**config.mk**
```make
export PLATFORM = sky130hd
export DESIGN_NAME = multicycle_decoder
export DESIGN_NICKNAME = d
export VERILOG_FILES = /design/src/rtl/arm_ctrl_pkg.sv /design/src/rtl/alu_decoder.sv /design/src/rtl/multicycle_decoder.sv
export SDC_FILE = /design/constraint.sdc
export NUM_CORES = 1
export LEC_CHECK = 0
export BUFFER_PORTS_ARGS = -buffer_cell sky130_fd_sc_hd__buf_2
export CAP_MARGIN = 20
export CORE_AREA = 2 2 39 41
export CTS_BUF_LIST = sky130_fd_sc_hd__clkbuf_4
export DETAILED_ROUTE_END_ITERATION = 7
export DIE_AREA = 0 0 41 43
export MAX_ROUTING_LAYER = met4
export PLACE_DENSITY = 0.8
export SLEW_MARGIN = 20
export SYNTH_ARGS = -nofsm -noshare
export SYNTH_HDL_FRONTEND = slang
export SYNTH_SLANG_ARGS = --single-unit
```
**constraint.sdc**
```tcl
create_clock -name clk -period 1.7 [get_ports clk]
set_input_delay 0.51 -clock clk [delete_from_list [all_inputs] [get_ports clk]]
set_output_delay 0.51 -clock clk [all_outputs]
set_load 0.005 [all_outputs]
```
**src/rtl/arm_ctrl_pkg.sv**
```systemverilog
// Shared encodings for the multicycle ARM control path: FSM states,
// ALU control codes, instruction-class opcodes and data-processing commands.
package arm_ctrl_pkg;

    typedef enum logic [3:0] {
        FETCH    = 4'd0,
        DECODE   = 4'd1,
        MEMADR   = 4'd2,
        MEMREAD  = 4'd3,
        MEMWB    = 4'd4,
        MEMWRITE = 4'd5,
        EXECUTER = 4'd6,
        EXECUTEI = 4'd7,
        ALUWB    = 4'd8,
        BRANCH   = 4'd9
    } state_t;

    typedef logic [1:0] alu_ctl_t;

    localparam alu_ctl_t ALU_ADD = 2'b00;
    localparam alu_ctl_t ALU_SUB = 2'b01;
    localparam alu_ctl_t ALU_AND = 2'b10;
    localparam alu_ctl_t ALU_ORR = 2'b11;

    localparam logic [1:0] OP_DP  = 2'b00;
    localparam logic [1:0] OP_MEM = 2'b01;
    localparam logic [1:0] OP_BR  = 2'b10;

    localparam logic [3:0] CMD_ADD = 4'b0100;
    localparam logic [3:0] CMD_SUB = 4'b0010;
    localparam logic [3:0] CMD_AND = 4'b0000;
    localparam logic [3:0] CMD_ORR = 4'b1100;
    localparam logic [3:0] CMD_CMP = 4'b1010;

    // Commands whose result defines carry/overflow, so S also updates C and V.
    function automatic logic is_arith(input logic [3:0] cmd);
        return (cmd == CMD_ADD) || (cmd == CMD_SUB) || (cmd == CMD_CMP);
    endfunction

    // Moore control bundle produced by the state decode.
    typedef struct packed {
        logic       irwrite;
        logic       nextpc;
        logic       regw;
        logic       memw;
        logic       branch;
        logic       aluop;
        logic       adrsrc;
        logic       alusrca;
        logic [1:0] alusrcb;
        logic [1:0] resultsrc;
    } ctrl_t;

endpackage

```
**src/rtl/alu_decoder.sv**
```systemverilog
// Combinational ALU decode: maps the data-processing cmd and S bit to the
// ALU operation, the flag-write request and the CMP write suppression.
module alu_decoder
    import arm_ctrl_pkg::*;
(
    input  logic       ALUOp,
    input  logic [5:0] Funct,
    output logic [1:0] ALUControl,
    output logic [1:0] FlagW,
    output logic       NoWrite
);

    logic [3:0] cmd;
    logic       s_bit;
    logic       unused_funct;

    assign cmd          = Funct[4:1];
    assign s_bit        = Funct[0];
    assign unused_funct = Funct[5];

    always_comb begin
        ALUControl = ALU_ADD;
        FlagW      = 2'b00;
        NoWrite    = 1'b0;
        if (ALUOp) begin
            case (cmd)
                CMD_ADD: ALUControl = ALU_ADD;
                CMD_SUB: ALUControl = ALU_SUB;
                CMD_AND: ALUControl = ALU_AND;
                CMD_ORR: ALUControl = ALU_ORR;
                CMD_CMP: begin
                    ALUControl = ALU_SUB;
                    NoWrite    = 1'b1;
                end
                default: ALUControl = ALU_ADD;
            endcase
            FlagW[1] = s_bit;
            FlagW[0] = s_bit & is_arith(cmd);
        end
    end

endmodule

```
**src/rtl/multicycle_decoder.sv**
```systemverilog
// Control FSM for the multicycle ARM core: sequences fetch/decode/execute/
// memory/writeback and drives datapath selects plus raw write requests.
module multicycle_decoder
    import arm_ctrl_pkg::*;
(
    input  logic       clk,
    input  logic       reset,
    input  logic [1:0] Op,
    input  logic [5:0] Funct,
    input  logic [3:0] Rd,
    output logic [1:0] FlagW,
    output logic       PCS,
    output logic       NextPC,
    output logic       RegW,
    output logic       MemW,
    output logic       NoWrite,
    output logic       IRWrite,
    output logic       AdrSrc,
    output logic [1:0] ResultSrc,
    output logic       ALUSrcA,
    output logic [1:0] ALUSrcB,
    output logic [1:0] ALUControl,
    output logic [1:0] ImmSrc,
    output logic [1:0] RegSrc,
    output logic [3:0] State
);

    state_t     state;
    state_t     next_state;
    ctrl_t      ctrl;
    logic [1:0] flagw_raw;
    logic       nowrite_raw;

    always_ff @(posedge clk or negedge reset) begin
        if (!reset) begin
            state <= FETCH;
        end else begin
            state <= next_state;
        end
    end

    always_comb begin
        next_state = FETCH;
        case (state)
            FETCH:  next_state = DECODE;
            DECODE: begin
                case (Op)
                    OP_MEM:  next_state = MEMADR;
                    OP_DP:   next_state = Funct[5] ? EXECUTEI : EXECUTER;
                    OP_BR:   next_state = BRANCH;
                    default: next_state = FETCH;
                endcase
            end
            MEMADR:   next_state = Funct[0] ? MEMREAD : MEMWRITE;
            MEMREAD:  next_state = MEMWB;
            EXECUTER: next_state = ALUWB;
            EXECUTEI: next_state = ALUWB;
            default:  next_state = FETCH;
        endcase
    end

    always_comb begin
        ctrl = '0;
        case (state)
            FETCH: begin
                ctrl.irwrite   = 1'b1;
                ctrl.nextpc    = 1'b1;
                ctrl.alusrca   = 1'b1;
                ctrl.alusrcb   = 2'b10;
                ctrl.resultsrc = 2'b10;
            end
            DECODE: begin
                ctrl.alusrca   = 1'b1;
                ctrl.alusrcb   = 2'b10;
                ctrl.resultsrc = 2'b10;
            end
            MEMADR: begin
                ctrl.alusrcb = 2'b01;
            end
            MEMREAD: begin
                ctrl.adrsrc = 1'b1;
            end
            MEMWB: begin
                ctrl.resultsrc = 2'b01;
                ctrl.regw      = 1'b1;
            end
            MEMWRITE: begin
                ctrl.adrsrc = 1'b1;
                ctrl.memw   = 1'b1;
            end
            EXECUTER: begin
                ctrl.aluop = 1'b1;
            end
            EXECUTEI: begin
                ctrl.alusrcb = 2'b01;
                ctrl.aluop   = 1'b1;
            end
            ALUWB: begin
                ctrl.regw = 1'b1;
            end
            BRANCH: begin
                ctrl.alusrcb   = 2'b01;
                ctrl.resultsrc = 2'b10;
                ctrl.branch    = 1'b1;
            end
            default: ctrl = '0;
        endcase
    end

    alu_decoder u_alu_decoder (
        .ALUOp      (ctrl.aluop),
        .Funct      (Funct),
        .ALUControl (ALUControl),
        .FlagW      (flagw_raw),
        .NoWrite    (nowrite_raw)
    );

    // Write-type outputs are gated by reset directly so an aborted
    // instruction cannot leak a write before the state register settles.
    assign IRWrite = ctrl.irwrite & reset;
    assign NextPC  = ctrl.nextpc & reset;
    assign RegW    = ctrl.regw & reset;
    assign MemW    = ctrl.memw & reset;
    assign FlagW   = flagw_raw & {2{reset}};
    assign NoWrite = nowrite_raw & reset;
    assign PCS     = (ctrl.branch | (ctrl.regw & (Rd == 4'hF))) & reset;

    assign AdrSrc    = ctrl.adrsrc;
    assign ResultSrc = ctrl.resultsrc;
    assign ALUSrcA   = ctrl.alusrca;
    assign ALUSrcB   = ctrl.alusrcb;

    assign ImmSrc    = Op;
    assign RegSrc[0] = (Op == OP_BR);
    assign RegSrc[1] = (Op == OP_MEM);
    assign State     = state;

endmodule

```
# --- Word level (Yosys, flattened, before mapping) ---
# Cells that the tools add are included.
word_totals:
  ff_bits: 4
  in_bits: 14
  elab_cells: 57
classes:
  eq_ne: 16
  muxes: 18
  n_bitwise: 10
  n_reduce_logical: 12
op_table:
  columns: ["operator", "count"]
  rows:
  - ["4-bit by 3-bit == test with 1-bit output, second input constant", 5]
  - ["4-bit == test, second input constant", 5]
  - ["4-bit one-hot mux with 5 select lines", 1]
  - ["4-bit by 2-bit == test with 1-bit output, second input constant", 3]
  - ["4-bit one-hot mux with 3 select lines", 1]
  - ["2-bit OR reduction", 5]
  - ["1-bit two-way mux", 9]
  - ["1-bit bitwise AND", 8]
  - ["4-bit zero test", 2]
  - ["2-bit one-hot mux with 2 select lines", 2]
  - ["2-bit two-way mux", 3]
  - ["2-bit one-hot mux with 3 select lines", 1]
  - ["3-bit OR reduction", 2]
  - ["4-bit by 1-bit == test with 1-bit output, second input constant", 1]
  - ["3-bit two-way mux", 1]
  - ["2-bit bitwise AND", 1]
  - ["2-bit by 1-bit == test with 1-bit output, second input constant", 1]
  - ["2-bit == test, second input constant", 1]
  - ["2-bit zero test", 1]
  - ["1-bit logical OR", 2]
  - ["1-bit OR", 1]

# --- Logic depth before layout (Yosys ltp) ---
# Gate-level depths: netlist of the first run.
logic_depth:
  depth_word: 6
  depth_mapped: 5
  depth_no_buf: 3

# --- By module ---
# Synthesis of the first run repeated with hierarchy kept, for this count alone.
unflattened:
  hier_cells: 65
  hier_area_um2: 535.5
modules_own_cells:
  columns: ["mod", "instances", "cells_each", "area_each_um2", "seq_area_each_um2"]
  rows:
  - ["multicycle_decoder", 1, 55, 450.4, 100.1]
  - ["alu_decoder", 1, 10, 85.1, 0.0]

# --- Worst setup path after synthesis of the first run ---
# OpenSTA, ideal clock, no wires.
synth_path:
  path_type: "register to output"
  startpoint: "register state[3] (netlist: State[3])"
  endpoint: "output NextPC"
  t_arrival_ns: 1.398
  required_ns: 1.190
  path_slack_ns: -0.208
  path_stages_with_launch: 6
  path_buffers: 3
  path_cell_list: "dfrtp_1 clkbuf_2 or2_2 clkbuf_1 nor3_1 buf_4"
synth_between:
  elab_chain_cells: 3
synth_rtl:
  columns: ["item", "line_no", "source"]
  rows:
  - ["from (decl)", "multicycle_decoder.sv:28", "state_t state;"]
  - ["from (signal assigned)", "multicycle_decoder.sv:38", "state <= next_state;"]
  - ["4-bit zero test", "multicycle_decoder.sv:64", "case (state)"]
  - ["2-bit two-way mux", "multicycle_decoder.sv:64", null]
  - ["1-bit bitwise AND", "multicycle_decoder.sv:121", "assign NextPC = ctrl.nextpc & reset;"]
  - ["to (decl)", "multicycle_decoder.sv:13", "output logic NextPC,"]
# Every way passes these cells.

# --- Worst setup path after layout of the first run ---
layout_path:
  startpoint: "input Funct[2]"
  endpoint: "output FlagW[0]"
layout_between:
  elab_chain_cells: 6
layout_rtl:
  columns: ["item", "line_no", "source"]
  rows:
  - ["from (decl)", "multicycle_decoder.sv:9", "input logic [5:0] Funct,"]
  - ["4-bit by 3-bit == test with 1-bit output or 4-bit by 2-bit == test with 1-bit output (tied branches)", "arm_ctrl_pkg.sv:37", "return (cmd == CMD_ADD) || (cmd == CMD_SUB) || (cmd == CMD_CMP);"]
  - ["1-bit logical OR", "arm_ctrl_pkg.sv:37", null]
  - ["1-bit logical OR (*)", "arm_ctrl_pkg.sv:37", null]
  - ["1-bit bitwise AND (*)", "alu_decoder.sv:38", "FlagW[0] = s_bit & is_arith(cmd);"]
  - ["2-bit two-way mux (*)", "alu_decoder.sv:25", "if (ALUOp) begin"]
  - ["2-bit bitwise AND (*)", "multicycle_decoder.sv:124", "assign FlagW = flagw_raw & {2{reset}};"]
  - ["to (decl)", "multicycle_decoder.sv:11", "output logic [1:0] FlagW,"]
# Every way passes the cells marked *; elsewhere a longest branch is shown, timed or not.

==> metrics, run 1 <==
non-filler instance count after layout=125; Tot GR Track Use=between 10% and 20%; run status=complete, but fails checks; Die Ht=43 um; crit path time final=1.97 ns; startpoint types=input pin; WP data arrival=approximately 1.5 ns; nets@finish=125; power per cell area=1410 nW/um2; Starting Density=around 32%; Congestion Overflow GR=0; area leader, netlist=dfrtp_1; Distinct cells, synth=28; slowest CP cell=or3b_4; I/O pins=38; reg2reg setup slack=0.47 ns; 1st-iter DRT viols=6; Placement Cell Area=723 um2; Mapped Area=between 400 and 500 um2; Post-Synthesis Cells=61; input/output buffers=37; Reg-to-Reg End=State[2]; Area contributors post-synth=dfrtp_1 22%, buf_4 10%, a21oi_1 6.7%; critical path's largest stage delay=around 0.4 ns; average size of a mapped cell=approximately 7.4 um2; Slew Limit Headroom=80.1%; final setup violation count=14; Routed WL per cell=12.7 um; layout cells sized above 1=70.6%; CTS tree=yes; Layout area overhead=98.3%; Num Clock Sinks=4; path type of the worst min-delay path=input pin to async pin; P_leak=about 0.00043 uW; first-pass GRT wire length=2300 um; Final Instance Area=891 um2; clock root cell=clkbuf_4; Max Clock Freq=508 MHz; critical path type=input pin to output port; Final Max Tran Viols=0; antenna viol nets, final=0; #FFs+latches synth=4; Layout fillers=between 100 and 150; Slew @ Worst Pin=0.298 ns; antenna violations before repair=0; FFs w/ async S/R, synth=100%; Num CTS Buffers=3; Cell Rows=14; fraction of the cycle the final worst path needs=116%; Synth Flop Type=dfrtp_1; clk_skew=0.00728 ns; largest buffer count on any clock path=2; share of the synthesized area in the top cell type=22.3%; R2R Path Start=State[3]; most common cell after layout, fill and taps aside=buf_2; Crit Path Max Fanout=2; RSZ-0062 raised after global routing=yes; Final Power=between 1000 and 1500 uW; worst setup margin=-0.269 ns; # Max-Cap Violations=0; vias in the first global route=583; Pre-antenna DRT Iters=4; worst reg-to-reg path cell count=4; crit end category=output port; Die W=41 um; most frequent cells in the layout=36 x buf_2, 10 x buf_4, 8 x buf_6; core area=between 1000 and 1500 um2; # hold bufs at CTS=0; sequential area share after synthesis=roughly 22%; via-per-instance ratio=a little over 5; Die Area=1760 um2; worst path cell trace=buf_6 -> or3b_4 -> a2111oi_4 -> buf_2; Critical Path RT=about 1.2 ns; failing checks=negative setup slack; dpl cells=120; Clk Latency, worst-skew pair=0.25 ns; DRC viols=0; final hold violation count=0; clock transition at the registers of the reported paths=0.04 ns; largest net degree at the start of global routing=14; CTS H-tree depth=1; syn nets=between 70 and 80; post-DP HPWL=1100 um; final wirelength=1590 um; max reg flops=4; routed vias=between 600 and 700; Antenna diodes=0; Post-synth EDFFs=0; Peak VDD IR=749 uV; Final Wtd Congestion=0.733; Syn. warnings=0
-- layout make-up --
class / count / area, um2 / share of cell area, %
clock buffers: 3 / 22.5 / 2.53
inverters: 1 / 3.75 / 0.421
multi-input cells: 47 / 395 / 44.4
flip-flops and latches: 4 / 104 / 11.7
well taps: 16 / 20.0 / 2.25
repair buffers: 54 / 345 / 38.8
-- critical path: cells and delay by family --
kind | cells | cell delay (ns)
compound gates | 1 | 0.29
buf+inv | 2 | 0.25
simple gates | 1 | 0.40
-- report_power, final --
| part | switching, uW | internal [uW] |
|---|---|---|
| combinational | 446 | 485 |
| clock | 44.2 | 79.3 |
| sequential | 58.1 | 141 |
-- worst max path at each step --
stage	start	cells after the start	slack, ns	endpoint
floorplan	State[3]	5	-0.03	NextPC
global placement	Funct[2]	4	-0.25	FlagW[0]
detailed placement	Funct[2]	4	-0.27	FlagW[0]
CTS	Funct[2]	4	-0.25	FlagW[0]
global route	Funct[2]	4	-0.30	FlagW[0]
finish	Funct[2]	4	-0.27	FlagW[0]
-- kinds of logic (layout without fill, tap and decap cells) --
group / Yosys count / in the layout / synth area share [%]
buf+inv: 10 / 58 / 13.6
xor+xnor: 2 / 2 / 3.90
mux: 1 / 1 / 2.23
flops: 4 / 4 / 22.3
compound gates: 12 / 12 / 17.8
simple gates: 32 / 32 / 40.1
-- per-stage QoR --
stage	setup WS [ns]	setup TNS (ns)	hold slack, ns	utilization, %
final	-0.269	-1.41	0.235	64.4
after global routing	-0.302	-1.96	0.253	64.4
after CTS	-0.255	-1.27	0.242	60.7
after detailed placement	-0.268	-0.301	0.464	52.3
after global placement	-0.248	-0.265	0.447	52.3
after floorplan	-0.0269	-0.0517	0.214	-
-- cell usage after synthesis, types with 2 or more instances --
| cell | n |
|---|---|
| nor2_1 | 7 |
| nand3b_1 | 2 |
| buf_4 | 6 |
| clkbuf_1 | 2 |
| dfrtp_1 | 4 |
| nor2b_1 | 4 |
| a21oi_1 | 6 |
| nand2_1 | 2 |
| nand2b_1 | 3 |
| o21ai_0 | 2 |
| nor3_1 | 6 |
-- metal layers --
metal | up-vias | GRT usage, % | wire [um]
met5 | - | - | 0
met4 | 0 | 10.0 | 20
met3 | 2 | 1.57 | 106
met2 | 26 | 35.0 | 899
met1 | 288 | 19.3 | 565
li1 | 313 | - | -
-- timing repair --
item	in CTS	in global routing
endpoints found under the hold margin	0	0
buffers inserted	1	1
resized for setup	20	10
pin swaps	6	1
cloned	0	0
endpoints found under the setup margin	15	15
(Power assumes the default switching activity.)
==> run 2, diff against run 1 <==
--- a/config.mk
+++ b/config.mk
@@ -12,7 +12,7 @@
 export DETAILED_ROUTE_END_ITERATION = 7
 export DIE_AREA = 0 0 41 43
 export MAX_ROUTING_LAYER = met4
-export PLACE_DENSITY = 0.8
+export PLACE_DENSITY = 0.75
 export SLEW_MARGIN = 20
 export SYNTH_ARGS = -nofsm -noshare
 export SYNTH_HDL_FRONTEND = slang
==> run 2 against run 1 <==
Effect of this change:
- the run still ends with negative setup slack left
- global-route usage shrank 0.95 points
- first-iteration DRC count grew 50%
- clock-buffer cell count is the same
- clock skew grew 0.0022 ns
- core utilization grew 1.4 points
- largest cell class unchanged
==> metrics, run 2 (synthesis gave the netlist of run 1 again) <==
delay-heaviest family, CP=simple AND/OR/NAND/NOR gates; most common cell after layout, fill and taps aside=buf_2; path type of the worst min-delay path=input pin to async pin; Starting Density=32.5% (unchanged); # hold bufs at CTS=0 (unchanged); sequential cell area=104 um2 (unchanged); Pre-antenna DRT Iters=4 (unchanged); # Max-Cap Violations=0 (unchanged); clock root cell=clkbuf_4; vias in the first global route=548 (-6.0%); Cell Rows=14 (unchanged); run status=complete, but fails checks; nets@finish=129 (+3.2%); Clk Latency, worst-skew pair=0.25 ns (about the same); Congestion Overflow GR=0 (unchanged); switching power=540 uW (-1.4%); Slew Limit Headroom=77.8% (-2.4 points); largest buffer count on any clock path=2 (unchanged); fraction of the cycle the final worst path needs=115% (-0.30 points); non-filler instance count after layout=129 (+3.2%); Flop pwr share=15.2% (-0.7 points); RSZ-0062 raised after global routing=yes; dpl cells=121 (+0.83%); Die Area=1760 um2 (unchanged); Num Clock Sinks=4 (unchanged); first-pass GRT wire length=2220 um (-3.3%); sw frac=42.3% (-1.4 points); core area=1380 um2 (unchanged); CTS tree=yes; Max Clock Freq=509 MHz (+0.26%); routed vias=655 (+4.1%); Layout fillers=117 (unchanged); clk_skew=0.00952 ns (+0.00223 ns); Num CTS Buffers=3 (unchanged); Reg-to-Reg End=State[2]; 1st-iter DRT viols=9 (+3); Final Wtd Congestion=0.732 (-0.15%); Die W=41 um (unchanged); Final Max Tran Viols=0 (unchanged); I/O pins=38 (unchanged); largest net degree at the start of global routing=11 (-3); crit end category=output port; reg2reg setup slack=0.47 ns (about the same); most frequent cells in the layout=35 x buf_2, 16 x buf_4, 7 x buf_6; pre-CTS WS=-0.303 ns (-0.0349 ns); crit path time final=1.96 ns (-0.00515 ns); R2R Path Start=State[2]; Clk pwr share=9.9% (about the same); CTS H-tree depth=1 (unchanged); DRC viols=0 (unchanged); Die Ht=43 um (unchanged); Fin Setup TNS=-1.14 ns (+0.273 ns); Antenna diodes=0 (unchanged); worst path cell trace=buf_6 -> or3b_4 -> a2111oi_4 -> buf_2; Peak VDD IR=924 uV (+23%); startpoint types=input pin; P_leak=0.000449 uW (+5.3%); Routed WL per cell=12.3 um (-3.6%); layout cells sized above 1=69.9% (-0.73 points); Buf/Inv on CP=2 (unchanged); Critical Path RT=1.19 ns (about the same); combinational share of power=74.9% (+0.6 points); slowest CP cell=or3b_4; antenna violations before repair=0 (unchanged); via-per-instance ratio=5.08 (+0.90%); Tot GR Track Use=18.6% (-0.95 points); failing checks=negative setup slack; post-DP HPWL=1090 um (-0.64%); WP data arrival=1.45 ns (about the same); Slew @ Worst Pin=0.333 ns (+0.0355 ns); final setup violation count=13 (-1); Final Power=1280 uW (+1.9%); multi-input logic area=385 um2 (-2.5%); antenna viol nets, final=0 (unchanged); power per cell area=1400 nW/um2 (-0.19%); critical path's largest stage delay=0.40 ns (about the same); critical path type=input pin to output port; P_int=737 uW (+4.5%); worst setup margin=-0.263 ns (+0.00515 ns); input/output buffers=37 (unchanged); final wirelength=1580 um (-0.50%); Layout area overhead=103%; clock transition at the registers of the reported paths=0.04 ns (about the same); Crit Path Max Fanout=2 (unchanged); max reg flops=4 (unchanged); hold slack=0.227 ns (-0.00778 ns); final hold violation count=0 (unchanged); worst reg-to-reg path cell count=4 (unchanged)
## run 2: cell types whose count changed in the layout (fill, tap and decap cells not counted)
cell     previous run  this run
buf_2              36        35
buf_4              10        16
buf_6               8         7
nor2_1              4         5
nor2_4              1         0
nor3_1              2         4
nor3_2              3         1
xnor2_1             1         0
xnor2_2             0         1
## run 2: layout make-up
type                       instances  area share [%]
inverter                           1           0.413
sequential                         4            11.4
multi-input combinational         47            42.4
timing repair buffer              58            41.1
clock buffer                       3            2.48
tap                               16            2.20
## run 2: routing by layer
| metal | global-route usage, % | vias to the layer above | share of wire, % |
|---|---|---|---|
| li1 | - | 315 | - |
| met1 | 18.9 | 306 | 38 |
| met2 | 32.5 | 31 | 53 |
| met3 | 5.24 | 3 | 8.5 |
| met4 | 5.33 | 0 | 0.76 |
| met5 | - | - | 0 |
## run 2: what timing repair did
item                                    CTS  global route
pin swaps                                 5             7
setup buffers                             4             1
cloned                                    0             0
resized for setup                        15            11
endpoints found under the setup margin   15            15
## run 2: through the flow
| stage | area, um2 | util [%] |
|---|---|---|
| finish | 910 | 65.7 |
| detailed placement | 731 | 52.8 |
| CTS | 850 | 61.4 |
| floorplan | 485 | - |
| global route | 910 | 65.7 |
| global placement | 731 | 52.8 |
## run 2: power by group through the flow
stage	sequential (uW)	combinational [uW]	clock (uW)
final	194	957	126
after global routing	203	1040	140
after CTS	189	842	128
after global placement	186	698	0
after detailed placement	189	706	0
after floorplan	161	493	0
## run 2: worst max path at each step
stage	start	end	slack, ns	cells past startpoint
finish	Funct[4]	FlagW[0]	-0.26	4
CTS	Funct[4]	FlagW[0]	-0.26	4
floorplan	State[3]	NextPC	-0.03	5
detailed placement	Funct[2]	FlagW[0]	-0.30	4
global route	Funct[4]	FlagW[0]	-0.29	4
global placement	Funct[2]	FlagW[0]	-0.25	4
